==> config.mk <==
export PLATFORM = sky130hd
export DESIGN_NAME = uart_rx_ctrl
export DESIGN_NICKNAME = d
export VERILOG_FILES = /design/src/rtl/uart_rx_ctrl.sv
export SDC_FILE = /design/constraint.sdc
export NUM_CORES = 1
export LEC_CHECK = 0
export CAP_MARGIN = 20
export CORE_MARGIN = 3
export CORE_UTILIZATION = 35
export DETAILED_ROUTE_END_ITERATION = 10
export HOLD_SLACK_MARGIN = 0.02
export PLACE_DENSITY = 0.55
export SYNTH_ARGS = -nofsm -noshare
export SYNTH_HDL_FRONTEND = slang
export SYNTH_SLANG_ARGS = --single-unit
==> constraint.sdc <==
create_clock -name UCLK -period 3.5 [get_ports UCLK]
set_input_delay 0.35 -clock UCLK [delete_from_list [all_inputs] [get_ports UCLK]]
set_output_delay 0.35 -clock UCLK [all_outputs]
set_load 0.02 [all_outputs]
==> src/rtl/uart_rx_ctrl.sv <==
// UART receive frame controller: sequences start/data/parity/stop on a
// 16x sample tick, hands the mid-start sample to an external checker.
module uart_rx_ctrl #(
    parameter int DATA_WIDTH = 8,
    parameter int OVERSAMPLE = 16
) (
    input  logic                  UCLK,
    input  logic                  reset,
    input  logic                  sample_tick,
    input  logic                  rx_in,
    input  logic                  parity_en,
    input  logic                  parity_odd,
    output logic                  start_chk_en,
    output logic                  start_chk_bit,
    input  logic                  start_bit_error,
    output logic [DATA_WIDTH-1:0] data_out,
    output logic                  data_valid,
    output logic                  parity_error,
    output logic                  stop_error,
    output logic                  busy
);

    localparam int TW = $clog2(OVERSAMPLE);
    localparam int BW = (DATA_WIDTH > 1) ? $clog2(DATA_WIDTH) : 1;
    localparam logic [TW-1:0] TICK_MID  = TW'(OVERSAMPLE / 2 - 1);
    localparam logic [TW-1:0] TICK_LAST = TW'(OVERSAMPLE - 1);
    localparam logic [BW-1:0] BIT_LAST  = BW'(DATA_WIDTH - 1);

    typedef enum logic [2:0] {
        IDLE,
        START,
        START_CHK,
        DATA,
        PARITY,
        STOP
    } state_e;

    state_e                state_q, state_d;
    logic [TW-1:0]         tick_q, tick_d;
    logic [BW-1:0]         bit_q, bit_d;
    logic [DATA_WIDTH-1:0] shift_q, shift_d;
    logic                  pen_q, pen_d;
    logic                  podd_q, podd_d;
    logic                  perr_flag_q, perr_flag_d;
    logic [DATA_WIDTH-1:0] data_out_q, data_out_d;
    logic                  dv_q, dv_d;
    logic                  perr_q, perr_d;
    logic                  serr_q, serr_d;

    logic start_seen;
    logic bit_sample;

    assign start_seen = sample_tick && !rx_in;
    assign bit_sample = sample_tick && (tick_q == TICK_LAST);

    always_ff @(posedge UCLK or negedge reset) begin
        if (!reset) begin
            state_q     <= IDLE;
            tick_q      <= '0;
            bit_q       <= '0;
            shift_q     <= '0;
            pen_q       <= 1'b0;
            podd_q      <= 1'b0;
            perr_flag_q <= 1'b0;
            data_out_q  <= '0;
            dv_q        <= 1'b0;
            perr_q      <= 1'b0;
            serr_q      <= 1'b0;
        end else begin
            state_q     <= state_d;
            tick_q      <= tick_d;
            bit_q       <= bit_d;
            shift_q     <= shift_d;
            pen_q       <= pen_d;
            podd_q      <= podd_d;
            perr_flag_q <= perr_flag_d;
            data_out_q  <= data_out_d;
            dv_q        <= dv_d;
            perr_q      <= perr_d;
            serr_q      <= serr_d;
        end
    end

    always_comb begin
        state_d = state_q;
        case (state_q)
            IDLE:      if (start_seen) state_d = START;
            START:     if (sample_tick && (tick_q == TICK_MID)) state_d = START_CHK;
            START_CHK: state_d = start_bit_error ? IDLE : DATA;
            DATA:      if (bit_sample && (bit_q == BIT_LAST)) state_d = pen_q ? PARITY : STOP;
            PARITY:    if (bit_sample) state_d = STOP;
            STOP:      if (bit_sample) state_d = IDLE;
            default:   state_d = IDLE;
        endcase
    end

    always_comb begin
        tick_d      = tick_q;
        bit_d       = bit_q;
        shift_d     = shift_q;
        pen_d       = pen_q;
        podd_d      = podd_q;
        perr_flag_d = perr_flag_q;
        data_out_d  = data_out_q;
        dv_d        = 1'b0;
        perr_d      = perr_q;
        serr_d      = serr_q;
        if (sample_tick && (state_q inside {DATA, PARITY, STOP})) begin
            tick_d = bit_sample ? '0 : tick_q + TW'(1);
        end
        case (state_q)
            IDLE: begin
                if (start_seen) begin
                    tick_d      = '0;
                    bit_d       = '0;
                    shift_d     = '0;
                    pen_d       = parity_en;
                    podd_d      = parity_odd;
                    perr_flag_d = 1'b0;
                end
            end
            START: begin
                if (sample_tick) tick_d = (tick_q == TICK_MID) ? '0 : tick_q + TW'(1);
            end
            START_CHK: begin
                // a tick landing here already counts toward the first data bit
                tick_d = sample_tick ? TW'(1) : '0;
                bit_d  = '0;
            end
            DATA: begin
                if (bit_sample) begin
                    shift_d[bit_q] = rx_in;
                    bit_d = (bit_q == BIT_LAST) ? '0 : bit_q + BW'(1);
                end
            end
            PARITY: begin
                if (bit_sample) perr_flag_d = rx_in != ((^shift_q) ^ podd_q);
            end
            STOP: begin
                if (bit_sample) begin
                    dv_d       = 1'b1;
                    data_out_d = shift_q;
                    perr_d     = perr_flag_q;
                    serr_d     = !rx_in;
                end
            end
            default: ;
        endcase
    end

    always_comb begin
        start_chk_en  = (state_q == START) && sample_tick && (tick_q == TICK_MID);
        start_chk_bit = start_chk_en && rx_in;
        busy          = (state_q != IDLE);
    end

    assign data_out     = data_out_q;
    assign data_valid   = dv_q;
    assign parity_error = perr_q;
    assign stop_error   = serr_q;

endmodule

==> run metrics <==
clock power share=0.353; Worst EP required=3.15 ns; Fillers=462; Placeable Area=0.00482 mm^2; Hold Path Class=in -> async; worst-path cell chain=or3b_1 > nor2b_1 > and2_1 > clkdlybuf4s50_1; multi-input logic area=897 um^2; pins over their slew limit=0; Remaining DRCs=0; GRT Residual Overflow=0; MaxCap Viol Count=0; Synth warnings=0; synthesized area=0.00177 mm^2; ant diodes=0; Die Height=77.2 um; clock sinks=32; Initial Utilization=0.368; slowest CP cell=dfrtp_1; Switching Power=0.328 mW; LEAKAGE=0.939 nW; worst setup margin=0.833 ns; Critical path buffers and inverters=1; worst slack, placed=0.900 ns; Post CTS Setup Buffer Count=0; Seq/Total Area, Yosys=0.451; Die Footprint=0.00596 mm^2; sequential share of power=0.419; worst-skew pair later-pin latency=0.29 ns; GRT Util Overall=0.142; Avg Cell Area, Syn=9.80 um^2; RSZ-0062 raised after global routing=false; WS Path Type=reg -> out; vias per cell=5.41; Comb pwr share=0.228; post-synth cell types=47; iteration-0 DRC count of the detailed router=44; WL per Instance=14.4 um; DIE WIDTH=77.2 um; register area=801 um^2; gpl congestion=0.821; total CTS buffers=5; Main synth FF type=dfrtp_1; Max clock buf depth=2; largest net degree at the start of global routing=33; part of the cycle the worst path needs=0.762; Synth Instances=181; num ports=21; Setup TNS=0 ns; leading area contributor after synthesis=dfrtp_1; CP arrival=2.32 ns; CTS tree=yes; min cycle time layout=2.67 ns; DRT Wirelength=3.84 mm; post-synthesis register bit count=32; Top delay family on crit path=simple AND/OR/NAND/NOR gates; ys async rst share=1.00; I/O Buffers=20; Max Clk Rate=375 MHz; initial antenna violation count=0; post-DP HPWL=2.70 mm; largest cells by area after synthesis=dfrtp_1 (45%), mux2_1 (5.7%), o21ai_1 (5.1%); Hold Violations, Final=0; htree depth=2; Layout area overhead=20.7%; area share of the largest cell type after synthesis=0.451; Worst Setup End Kind=output port; Worst Tran Pin Value=0.712 ns; relative slew slack=0.524; Post-synth EDFFs=0; Via Count=1438; worst vdd ir=0.194 mV; Worst-path clk slew=0.07 ns; layout cell share with drive strength beyond 1=0.0854; Slowest Stage Delay on Critical Path=0.67 ns; post-route ant nets=0; run status=complete, no violations; Int Pwr=0.776 mW; Sw Share=0.297; vias in the first global route=1376; CP Max Fanout=17; clock tree root driver cell=clkbuf_8; DRT Pass-1 Iters=6; Setup Skew=0.0106 ns; row count=25; cts hold-fix bufs=0; Finish-stage setup viols=0; first-pass GRT wire length=6.80 mm; Post-CTS Resized=0; power density cells=515 mW/mm^2; Startpoint Class=flop; Pwr Total=1.10 mW; syn nets=191; Final nets=208
[synth_stat cells (2+ instances only)]
| library cell | instances |
|---|---|
| nand3_1 | 2 |
| o22ai_1 | 2 |
| o21bai_1 | 2 |
| clkbuf_1 | 6 |
| nor2_1 | 10 |
| mux2i_1 | 2 |
| a31oi_1 | 8 |
| nand4_1 | 2 |
| buf_2 | 4 |
| xnor2_1 | 6 |
| inv_1 | 4 |
| o21ai_0 | 2 |
| ha_1 | 3 |
| nand2b_1 | 4 |
| a21oi_1 | 11 |
| nor3_1 | 5 |
| and3_1 | 3 |
| mux2_1 | 9 |
| nand2_1 | 12 |
| nor2b_1 | 2 |
| o21ai_1 | 18 |
| o31ai_1 | 4 |
| inv_2 | 3 |
| mux2_2 | 3 |
| dfrtp_1 | 32 |
[layout make-up]
class	instances	share of cell area
repair buffers	21	0.0970
clock inverters	1	0.0140
well taps	67	0.0391
flip-flops and latches	32	0.374
multi-input cells	131	0.419
clock buffers	7	0.0450
inverters	7	0.0123
[cells in the final DEF, fill, tap and decap left out, drive strengths merged, types with 2 or more instances in the layout]
cell type	netlist	final
nor3	5	5
a31oi	8	8
xnor2	6	6
mux2	13	13
o21bai	2	2
clkdlybuf4s50	0	20
nand2	12	12
o21ai	20	20
nor2	10	10
inv	7	7
ha	3	3
o22ai	2	2
nand4	3	3
nand2b	4	4
a21oi	11	11
nor2b	2	2
o31ai	4	4
and3	3	3
mux2i	2	2
clkbuf	6	7
nand3	2	2
dfrtp	32	32
[state kept, by name (all words and copies together), names as in the netlist]
signal        cells
stop_error        1
pen_q             1
bit_q             3
state_q           3
data_out          8
tick_q            4
podd_q            1
shift_q           8
parity_error      1
perr_flag_q       1
data_valid        1
[routing by layer]
layer  track usage  up-vias  part of all wire
li1              -      696                 -
met1         0.200      691              0.48
met2         0.207       44              0.44
met3        0.0387        7             0.062
met4        0.0534        0             0.017
met5             0        -                 0
[through the flow]
step           area, um^2  instances  hold slack [ns]  utilization
3_3_place_gp         2020        258            0.475        0.418
4_1_cts              2140        266            0.470        0.445
6_report             2140        266            0.463        0.445
5_1_grt              2140        266            0.501        0.445
3_5_place_dp         2020        258            0.483        0.418
2_1_floorplan        1770        181           0.0544            -
[worst paths after layout]
| check | startpoint | end | slack [ns] | cells past startpoint |
|---|---|---|---|---|
| min in group UCLK | data_out[6]$_DFFE_PN0P_ | data_out[6]$_DFFE_PN0P_ | 0.49 | 1 |
| max | state_q[0]$_DFFE_PN0P_ | start_chk_bit | 0.83 | 4 |
| max reg2reg | state_q[0]$_DFFE_PN0P_ | shift_q[1]$_DFFE_PN0P_ | 1.25 | 4 |
| min reg2reg | data_out[6]$_DFFE_PN0P_ | data_out[6]$_DFFE_PN0P_ | 0.49 | 1 |
| max in group asynchronous | reset | podd_q$_DFFE_PN0P_ | 2.74 | 2 |
| min | reset | state_q[1]$_DFFE_PN0P_ | 0.46 | 2 |
[power groups by stage]
stage | Combinational [mW] | Sequential (mW) | Clock (mW)
floorplan | 0.220 | 0.431 | 0
global placement | 0.250 | 0.467 | 0
detailed placement | 0.252 | 0.469 | 0
CTS | 0.253 | 0.463 | 0.399
global route | 0.284 | 0.472 | 0.415
finish | 0.251 | 0.463 | 0.390
[cells by family after synthesis]
family                   share of synthesized area
buffers and inverters                       0.0430
flip-flops                                   0.451
multiplexers                                0.0959
AND/OR/NAND/NOR                              0.139
AO/OA/AOI/OAI                                0.202
adder cells (fa/ha/maj)                     0.0212
XOR/XNOR                                    0.0472
No activity file was read; power rests on OpenSTA's default activity.
